$ cat config.mk
export PLATFORM = sky130hd
export DESIGN_NAME = mu0_control_unit
export DESIGN_NICKNAME = d
export VERILOG_FILES = /design/src/rtl/mu0_pkg.sv /design/src/rtl/mu0_wait_timer.sv /design/src/rtl/mu0_control_unit.sv
export SDC_FILE = /design/constraint.sdc
export NUM_CORES = 1
export LEC_CHECK = 0
export BUFFER_PORTS_ARGS = -buffer_cell sky130_fd_sc_hd__buf_2
export CORE_AREA = 2 2 39 41
export CTS_BUF_LIST = sky130_fd_sc_hd__clkbuf_8
export DETAILED_ROUTE_END_ITERATION = 6
export DIE_AREA = 0 0 41 43
export MAX_ROUTING_LAYER = met4
export PLACE_DENSITY = 0.68
export SLEW_MARGIN = 20
export SYNTH_ARGS = -nofsm -noshare
export SYNTH_HDL_FRONTEND = slang
export SYNTH_SLANG_ARGS = --single-unit
$ cat constraint.sdc
create_clock -name clk -period 1.8 [get_ports clk]
set_input_delay 0.27 -clock clk [delete_from_list [all_inputs] [get_ports clk]]
set_output_delay 0.27 -clock clk [all_outputs]
set_load 0.005 [all_outputs]
$ cat src/rtl/mu0_pkg.sv
// Shared MU0 encodings: opcodes, ALU functions, control FSM states and the
// control-signal bundle the sequencer produces each cycle.
package mu0_pkg;

   localparam logic [3:0] OP_LDA = 4'h0;
   localparam logic [3:0] OP_STO = 4'h1;
   localparam logic [3:0] OP_ADD = 4'h2;
   localparam logic [3:0] OP_SUB = 4'h3;
   localparam logic [3:0] OP_JMP = 4'h4;
   localparam logic [3:0] OP_JGE = 4'h5;
   localparam logic [3:0] OP_JNE = 4'h6;
   localparam logic [3:0] OP_STP = 4'h7;

   localparam logic [1:0] ALU_PASS_B = 2'b00;
   localparam logic [1:0] ALU_ADD    = 2'b01;
   localparam logic [1:0] ALU_SUB    = 2'b10;
   localparam logic [1:0] ALU_INC_A  = 2'b11;

   localparam logic [1:0] ST_FETCH = 2'd0;
   localparam logic [1:0] ST_EXEC  = 2'd1;
   localparam logic [1:0] ST_HALT  = 2'd2;
   localparam logic [1:0] ST_FAULT = 2'd3;

   typedef struct packed {
      logic       mem_req;
      logic       mem_rnw;
      logic       addr_sel;
      logic       alu_a_sel;
      logic       alu_b_sel;
      logic [1:0] alu_fn;
      logic       acc_ce;
      logic       pc_ce;
      logic       ir_ce;
      logic       acc_oe;
      logic       halted;
      logic       fault;
   } ctl_t;

endpackage

$ cat src/rtl/mu0_wait_timer.sv
// Counts consecutive memory wait cycles; expired flags that the count has
// reached TIMEOUT so the sequencer can abandon the access.
module mu0_wait_timer #(
   parameter int TIMEOUT = 15
) (
   input  logic clk,
   input  logic rst_n,
   input  logic clr,
   input  logic inc,
   output logic expired
);

   localparam int W = (TIMEOUT < 1) ? 1 : $clog2(TIMEOUT + 1);
   localparam logic [W-1:0] LIMIT = W'(TIMEOUT);

   logic [W-1:0] cnt;

   always_ff @(posedge clk) begin
      if (!rst_n || clr) begin
         cnt <= '0;
      end else if (inc) begin
         cnt <= cnt + 1'b1;
      end
   end

   assign expired = (cnt == LIMIT);

endmodule

$ cat src/rtl/mu0_control_unit.sv
// MU0 fetch/execute sequencer: decodes the IR opcode into datapath selects,
// register enables and a memory handshake, with a watchdog on hung accesses.
module mu0_control_unit
   import mu0_pkg::*;
#(
   parameter int TIMEOUT = 15
) (
   input  logic       clk,
   input  logic       rst_n,
   input  logic [3:0] ir_opcode,
   input  logic       acc_zero,
   input  logic       acc_neg,
   input  logic       mem_ready,
   output logic       mem_req,
   output logic       mem_rnw,
   output logic       addr_sel,
   output logic       alu_a_sel,
   output logic       alu_b_sel,
   output logic [1:0] alu_fn,
   output logic       acc_ce,
   output logic       pc_ce,
   output logic       ir_ce,
   output logic       acc_oe,
   output logic       halted,
   output logic       fault
);

   logic [1:0] state;
   logic [1:0] next_state;
   ctl_t       ctl;
   logic       expired;
   logic       wait_inc;

   always_comb begin
      ctl         = '0;
      ctl.mem_rnw = 1'b1;
      next_state  = state;
      case (state)
         ST_FETCH: begin
            ctl.mem_req   = 1'b1;
            ctl.alu_a_sel = 1'b1;
            ctl.alu_fn    = ALU_INC_A;
            if (mem_ready) begin
               ctl.ir_ce  = 1'b1;
               ctl.pc_ce  = 1'b1;
               next_state = ST_EXEC;
            end else if (expired) begin
               next_state = ST_FAULT;
            end
         end
         ST_EXEC: begin
            next_state = ST_FETCH;
            case (ir_opcode)
               OP_LDA: begin
                  ctl.mem_req  = 1'b1;
                  ctl.addr_sel = 1'b1;
                  ctl.acc_ce   = mem_ready;
               end
               OP_STO: begin
                  ctl.mem_req  = 1'b1;
                  ctl.mem_rnw  = 1'b0;
                  ctl.addr_sel = 1'b1;
                  ctl.acc_oe   = 1'b1;
               end
               OP_ADD, OP_SUB: begin
                  ctl.mem_req  = 1'b1;
                  ctl.addr_sel = 1'b1;
                  ctl.alu_fn   = (ir_opcode == OP_ADD) ? ALU_ADD : ALU_SUB;
                  ctl.acc_ce   = mem_ready;
               end
               OP_JMP: begin
                  ctl.alu_b_sel = 1'b1;
                  ctl.pc_ce     = 1'b1;
               end
               OP_JGE: begin
                  ctl.alu_b_sel = 1'b1;
                  ctl.pc_ce     = ~acc_neg;
               end
               OP_JNE: begin
                  ctl.alu_b_sel = 1'b1;
                  ctl.pc_ce     = ~acc_zero;
               end
               OP_STP:  next_state = ST_HALT;
               default: ;
            endcase
            // A pending memory op holds EXEC; ready in the expiry cycle still wins.
            if (ctl.mem_req && !mem_ready) begin
               next_state = expired ? ST_FAULT : ST_EXEC;
            end
         end
         ST_HALT:  ctl.halted = 1'b1;
         ST_FAULT: ctl.fault  = 1'b1;
         default:  next_state = ST_FETCH;
      endcase
   end

   // Count only while stalled in the same state; any state change restarts it.
   assign wait_inc = ctl.mem_req & ~mem_ready & (next_state == state);

   mu0_wait_timer #(
      .TIMEOUT(TIMEOUT)
   ) u_wait_timer (
      .clk    (clk),
      .rst_n  (rst_n),
      .clr    (~wait_inc),
      .inc    (wait_inc),
      .expired(expired)
   );

   always_ff @(posedge clk) begin
      if (!rst_n) begin
         state <= ST_FETCH;
      end else begin
         state <= next_state;
      end
   end

   assign mem_req   = rst_n & ctl.mem_req;
   assign mem_rnw   = rst_n & ctl.mem_rnw;
   assign addr_sel  = rst_n & ctl.addr_sel;
   assign alu_a_sel = rst_n & ctl.alu_a_sel;
   assign alu_b_sel = rst_n & ctl.alu_b_sel;
   assign alu_fn    = {2{rst_n}} & ctl.alu_fn;
   assign acc_ce    = rst_n & ctl.acc_ce;
   assign pc_ce     = rst_n & ctl.pc_ce;
   assign ir_ce     = rst_n & ctl.ir_ce;
   assign acc_oe    = rst_n & ctl.acc_oe;
   assign halted    = rst_n & ctl.halted;
   assign fault     = rst_n & ctl.fault;

endmodule

==> flow_metrics.tcl, run 1 <==
set metrics [dict create \
    first_pass_iters 2 \
    cpPeakStageDelay_ps 480 \
    ctsHoldBuffers 0 \
    syn_nets 66 \
    fin_setup_tns_ps 0 \
    drt_wl_total_um 970 \
    critPathKind "reg2out" \
    grtUsageTotal 0.119 \
    startpoint_type "register" \
    synth_top_family_by_area "simple AND/OR/NAND/NOR gates" \
    critPathTopFamily "flip-flops" \
    cp.buffers_inverters 1 \
    clock_path_buffers 2 \
    grt_pass1_wl_um 1320 \
    worst_slew_pin_slew_ps 331 \
    synth_seq_cells 6 \
    synth_edf_count 0 \
    placed_area_um2 541 \
    portBuffers 21 \
    postRouteAntennaNets 0 \
    area_growth_pct 39.6 \
    async_reset_ff_frac 0 \
    ys.flop_type "dfxtp_1" \
    antenna_found_initial 0 \
    leakage_nw 0.279 \
    antenna_cells 0 \
    cpMaxStageDelayCell "dfxtp_1" \
    die_area_um2 1760 \
    start_util 0.301 \
    routedWlPerCell_um 10.2 \
    first_iter_violations 2 \
    final.fill_count 157 \
    fmax_mhz 595 \
    ir_drop_uv 342 \
    fin_area_um2 582 \
    min_period_over_period 0.933 \
    numCtsBuffers 3 \
    core.rowCount 14 \
    synthCells 56 \
    hold_class "in2reg" \
    worstHoldStart "mem_ready" \
    multi_input_area_um2 280 \
    fin_skew_ps 0.163 \
    path_clk_slew_ps 40 \
    syn_area_per_cell_um2 7.44 \
    status "complete, no violations" \
    worstSkewPairLatency_ps 220 \
    synth_cell_types 27 \
    synth_warnings 0 \
    grt_pass1_vias 383 \
    rsz0062_at_grt "false" \
    path_cells "nor2b_1 -> o2111ai_1 -> o21bai_1 -> buf_2" \
    drive_gt1_frac 0.342 \
    layout_commonest_cell "buf_2" \
    dp_hpwl_um 770 \
    die_h_um 43 \
    cts_tree "built" \
    max-slew-margin-rel 0.777 \
    crit_fanout 11 \
    seqCellArea_um2 120 \
    ioPinCount 22 \
    synthTopCellsByArea "dfxtp_1 29%, nor2_1 8.1%, nor2b_1 4.5%, a21oi_1 3.6%, nand3_1 3.6%" \
    cp-end-kind "output pin" \
    grt_max_degree 12 \
    globalplace.congestion 0.667 \
    grt-ovfl-total 0 \
    die_w_um 41 \
    routed-via-count 477 \
    cts_setup_buffers 0 \
    drcViolationCount 0 \
    cp-startpoint "state[0]$_SDFF_PN0_" \
    ctsResizeCount 0 \
    clockRootBuffer "clkbuf_8" \
    synth_adder_area_share 0.0300 \
    via_per_inst 5.02 \
    yosys.area.top_type "dfxtp_1" \
    num-nets-final 91 \
    worst-r2r-setup-slack_ps 360 \
    crit_required_ps 1530 \
    syn-cell-area_um2 417 \
    htreeDepth 1 \
    synthMuxAreaShare 0 \
    cap_violations 0 \
    hold_viol 0 \
    finalSetupViolCount 0 \
    powerDensity_nw_per_um2 702 \
    layout_common_cells "21 x buf_2, 9 x nor2_1, 6 x dfxtp_1" \
    r2r-start "u_wait_timer.cnt[0]$_SDFFE_PP0P_" \
    min_period_ps 1680 \
    synth-compound-area-share 0.186 \
    synth_xor_area_frac 0.0420 \
    synthSimpleGateAreaFrac 0.414 \
    power_w 0.000408 \
    core_area_um2 1380 \
    worstPathArrival_ps 1410 \
    cts_sinks 6 \
    finalMaxSlewViolations 0 \
    synth_top_area_share 0.288 \
    ys_seq_area_frac 0.288 \
]
metrics by stage:
step	utilization	hold slack, ps	worst slack, ps	cells
floorplan	-	347	412	56
global placement	0.391	428	369	92
detailed placement	0.391	440	359	92
CTS	0.420	298	125	95
global route	0.420	313	2.16	95
finish	0.420	296	120	95
final timing paths:
| path | to | depth (start not counted) |
|---|---|---|
| hold / removal | u_wait_timer.cnt[2]$_SDFFE_PP0P_ | 2 |
| setup reg to reg | u_wait_timer.cnt[3]$_SDFFE_PP0P_ | 4 |
| hold reg to reg | u_wait_timer.cnt[0]$_SDFFE_PP0P_ | 1 |
| setup / recovery | pc_ce | 4 |
power by group:
part | switching [W] | internal [W]
Combinational | 0.0000337 | 0.0000313
Sequential | 0.00000527 | 0.000138
Clock | 0.0000568 | 0.000144
Yosys cell counts, types with 2 or more instances:
cell      count
nor2_1        9
dfxtp_1       6
nand3b_1      2
nand3_1       3
nand2_1       4
a21boi_0      2
a21oi_1       3
and3_1        2
o21ai_0       3
nand2b_1      2
inv_1         2
nor2b_1       3
area by class of cell:
class / instances / share of cell area
sequential: 6 / 0.206
multi-input combinational: 46 / 0.482
timing repair buffer: 22 / 0.194
inverter: 2 / 0.0129
tap: 16 / 0.0344
clock buffer: 3 / 0.0710
layer usage:
metal,wire [µm],track usage
met1,417,0.104
met2,445,0.194
met3,85,0.0314
met4,21,0.100
met5,0,-
sequential cells by signal, summed over array words and instances (netlist names):
signal            count
state                 2
u_wait_timer.cnt      4
cell families (layout without fill, tap and decap cells):
kind of cell,count (synthesis),in the layout
xor+xnor,2,2
fa+ha+maj,1,1
flops,6,6
buf+inv,4,27
simple gates,31,31
compound gates,12,12
No activity file was read; power rests on OpenSTA's default activity.
==> run 2, diff against run 1 <==
--- a/config.mk
+++ b/config.mk
@@ -11,7 +11,7 @@
 export DETAILED_ROUTE_END_ITERATION = 6
 export DIE_AREA = 0 0 41 43
 export MAX_ROUTING_LAYER = met4
-export PLACE_DENSITY = 0.68
+export PLACE_DENSITY = 0.71
 export SLEW_MARGIN = 20
 export SYNTH_ARGS = -nofsm -noshare
 export SYNTH_HDL_FRONTEND = slang
==> run 2 against run 1 <==
Global-route usage is 0.41 points higher. Worst hold slack improved by 13 ps. Cell count stayed put. Sequential share of layout area decreased by 0.088 points. Clock power hardly changed. Cell area is 0.43% higher.
==> flow_metrics.tcl, run 2 (synthesis gave the netlist of run 1 again) <==
set metrics [dict create \
    status "complete, no violations" \
    regMostFlops "u_wait_timer.cnt" \
    whs_ps 309 \
    rsz0062_at_grt "false" \
    via_per_inst 4.87 \
    first_iter_violations 6 \
    core_area_um2 1380 \
    cts_tree "built" \
    final.fill_count 146 \
    htreeDepth 1 \
    hold_depth 2 \
    power_w 0.000406 \
    clockRootBuffer "clkbuf_8" \
    grt_pass1_wl_um 1390 \
    die_h_um 43 \
    largest_reg_flops 4 \
    critPathKind "reg2out" \
    num-nets-final 91 \
    fmax_mhz 609 \
    path_cells "nor2b_2 -> o2111ai_1 -> o21bai_1 -> buf_2" \
    area_growth_pct 40.2 \
    cts_setup_buffers 0 \
    routed.top_layer "met4" \
    fin_setup_tns_ps 0 \
    hold_class "in2reg" \
    layout.cells.non_filler 95 \
    start_util 0.301 \
    fin_skew_ps 1.56 \
    core.rowCount 14 \
    cp-end-kind "output pin" \
    wl_met1_um 448 \
    startpoint_type "register" \
    cpPeakStageDelay_ps 490 \
    max-slew-margin-rel 0.771 \
    reg2reg_depth 4 \
    powerDensity_nw_per_um2 695 \
    ioPinCount 22 \
    leakage_nw 0.279 \
    drive_gt1_frac 0.354 \
    globalplace.congestion 0.722 \
    worstHoldStart "mem_ready" \
    ir_drop_uv 405 \
    first_pass_iters 4 \
    finalMaxSlewViolations 0 \
    worstSkewPairLatency_ps 220 \
    die_area_um2 1760 \
    cp-startpoint "state[0]$_SDFF_PN0_" \
    clock_path_buffers 2 \
    drcViolationCount 0 \
    finalSetupViolCount 0 \
    crit_required_ps 1530 \
    min_period_ps 1640 \
    layout_commonest_cell "buf_2" \
    routed-via-count 463 \
    dp_hpwl_um 818 \
    layout_common_cells "21 x buf_2, 9 x nor2_1, 6 x dfxtp_1" \
    die_w_um 41 \
    numCtsBuffers 3 \
    cpMaxStageDelayCell "dfxtp_1" \
    min_period_over_period 0.912 \
    grt-ovfl-total 0 \
    worstPathArrival_ps 1370 \
    routedWlPerCell_um 10.9 \
    cts_sinks 6 \
    wl_met2_um 467 \
    reg_top3 "u_wait_timer.cnt (4), state (2)" \
    antenna_cells 0 \
    postRouteAntennaNets 0 \
    antenna_found_initial 0 \
    r2r-start "u_wait_timer.cnt[0]$_SDFFE_PP0P_" \
    path_clk_slew_ps 30 \
    grtUsageTotal 0.123 \
    grt_max_degree 12 \
    worst_slew_pin_slew_ps 339 \
    dp.cells 92 \
    cap_violations 0 \
    grt_pass1_vias 358 \
    wl_met3_um 100 \
    hold_viol 0 \
    drt_wl_total_um 1040 \
    portBuffers 21 \
    crit_fanout 11 \
]
## run 2: cell types whose count changed in the layout (fill, tap and decap cells not counted)
cell,before,now
nor2b_1,3,2
nor2b_2,0,1
## run 2: worst max-delay path: cells and delay by family (launching register included)
kind                   cells  cell delay, ps
AOI/OAI and AO/OA          2             270
buffers and inverters      1             130
DFF                        1             490
and+or+nand+nor            1             270
## run 2: area by class of cell
type | instances | area, µm² | share of cell area
Clock buffer | 3 | 41.3 | 0.0707
Inverter | 2 | 7.51 | 0.0128
Sequential cell | 6 | 120 | 0.206
Timing Repair Buffer | 22 | 113 | 0.193
Tap cell | 16 | 20.0 | 0.0343
Multi-Input combinational cell | 46 | 283 | 0.484
## run 2: worst paths after layout
path	end	slack [ps]
max	pc_ce	160
min reg2reg	u_wait_timer.cnt[0]$_SDFFE_PP0P_	450
max reg2reg	u_wait_timer.cnt[3]$_SDFFE_PP0P_	340
min	u_wait_timer.cnt[2]$_SDFFE_PP0P_	310
## run 2: stage by stage
| stage | area [µm²] | util | setup slack [ps] |
|---|---|---|---|
| floorplan | 417 | - | 412 |
| global placement | 541 | 0.391 | 367 |
| detailed placement | 541 | 0.391 | 343 |
| CTS | 582 | 0.420 | 107 |
| global route | 584 | 0.422 | 23.0 |
| finish | 584 | 0.422 | 158 |
## run 2: layer usage
layer | track usage | vias up
met5 | - | -
met4 | 0.100 | 0
met1 | 0.136 | 195
met3 | 0.0157 | 2
li1 | - | 243
met2 | 0.184 | 23
## run 2: what timing repair did
| item | 4_1_cts | 5_1_grt |
|---|---|---|
| gates resized for setup | 0 | 1 |
| endpoints found under the setup margin | 0 | 2 |
| hold buffers | 0 | 0 |
## run 2: power by group
| group | internal (W) | switching, W |
|---|---|---|
| clock network | 0.000143 | 0.0000536 |
| logic | 0.0000316 | 0.0000343 |
| registers | 0.000138 | 0.00000550 |
| total | 0.000313 | 0.0000934 |
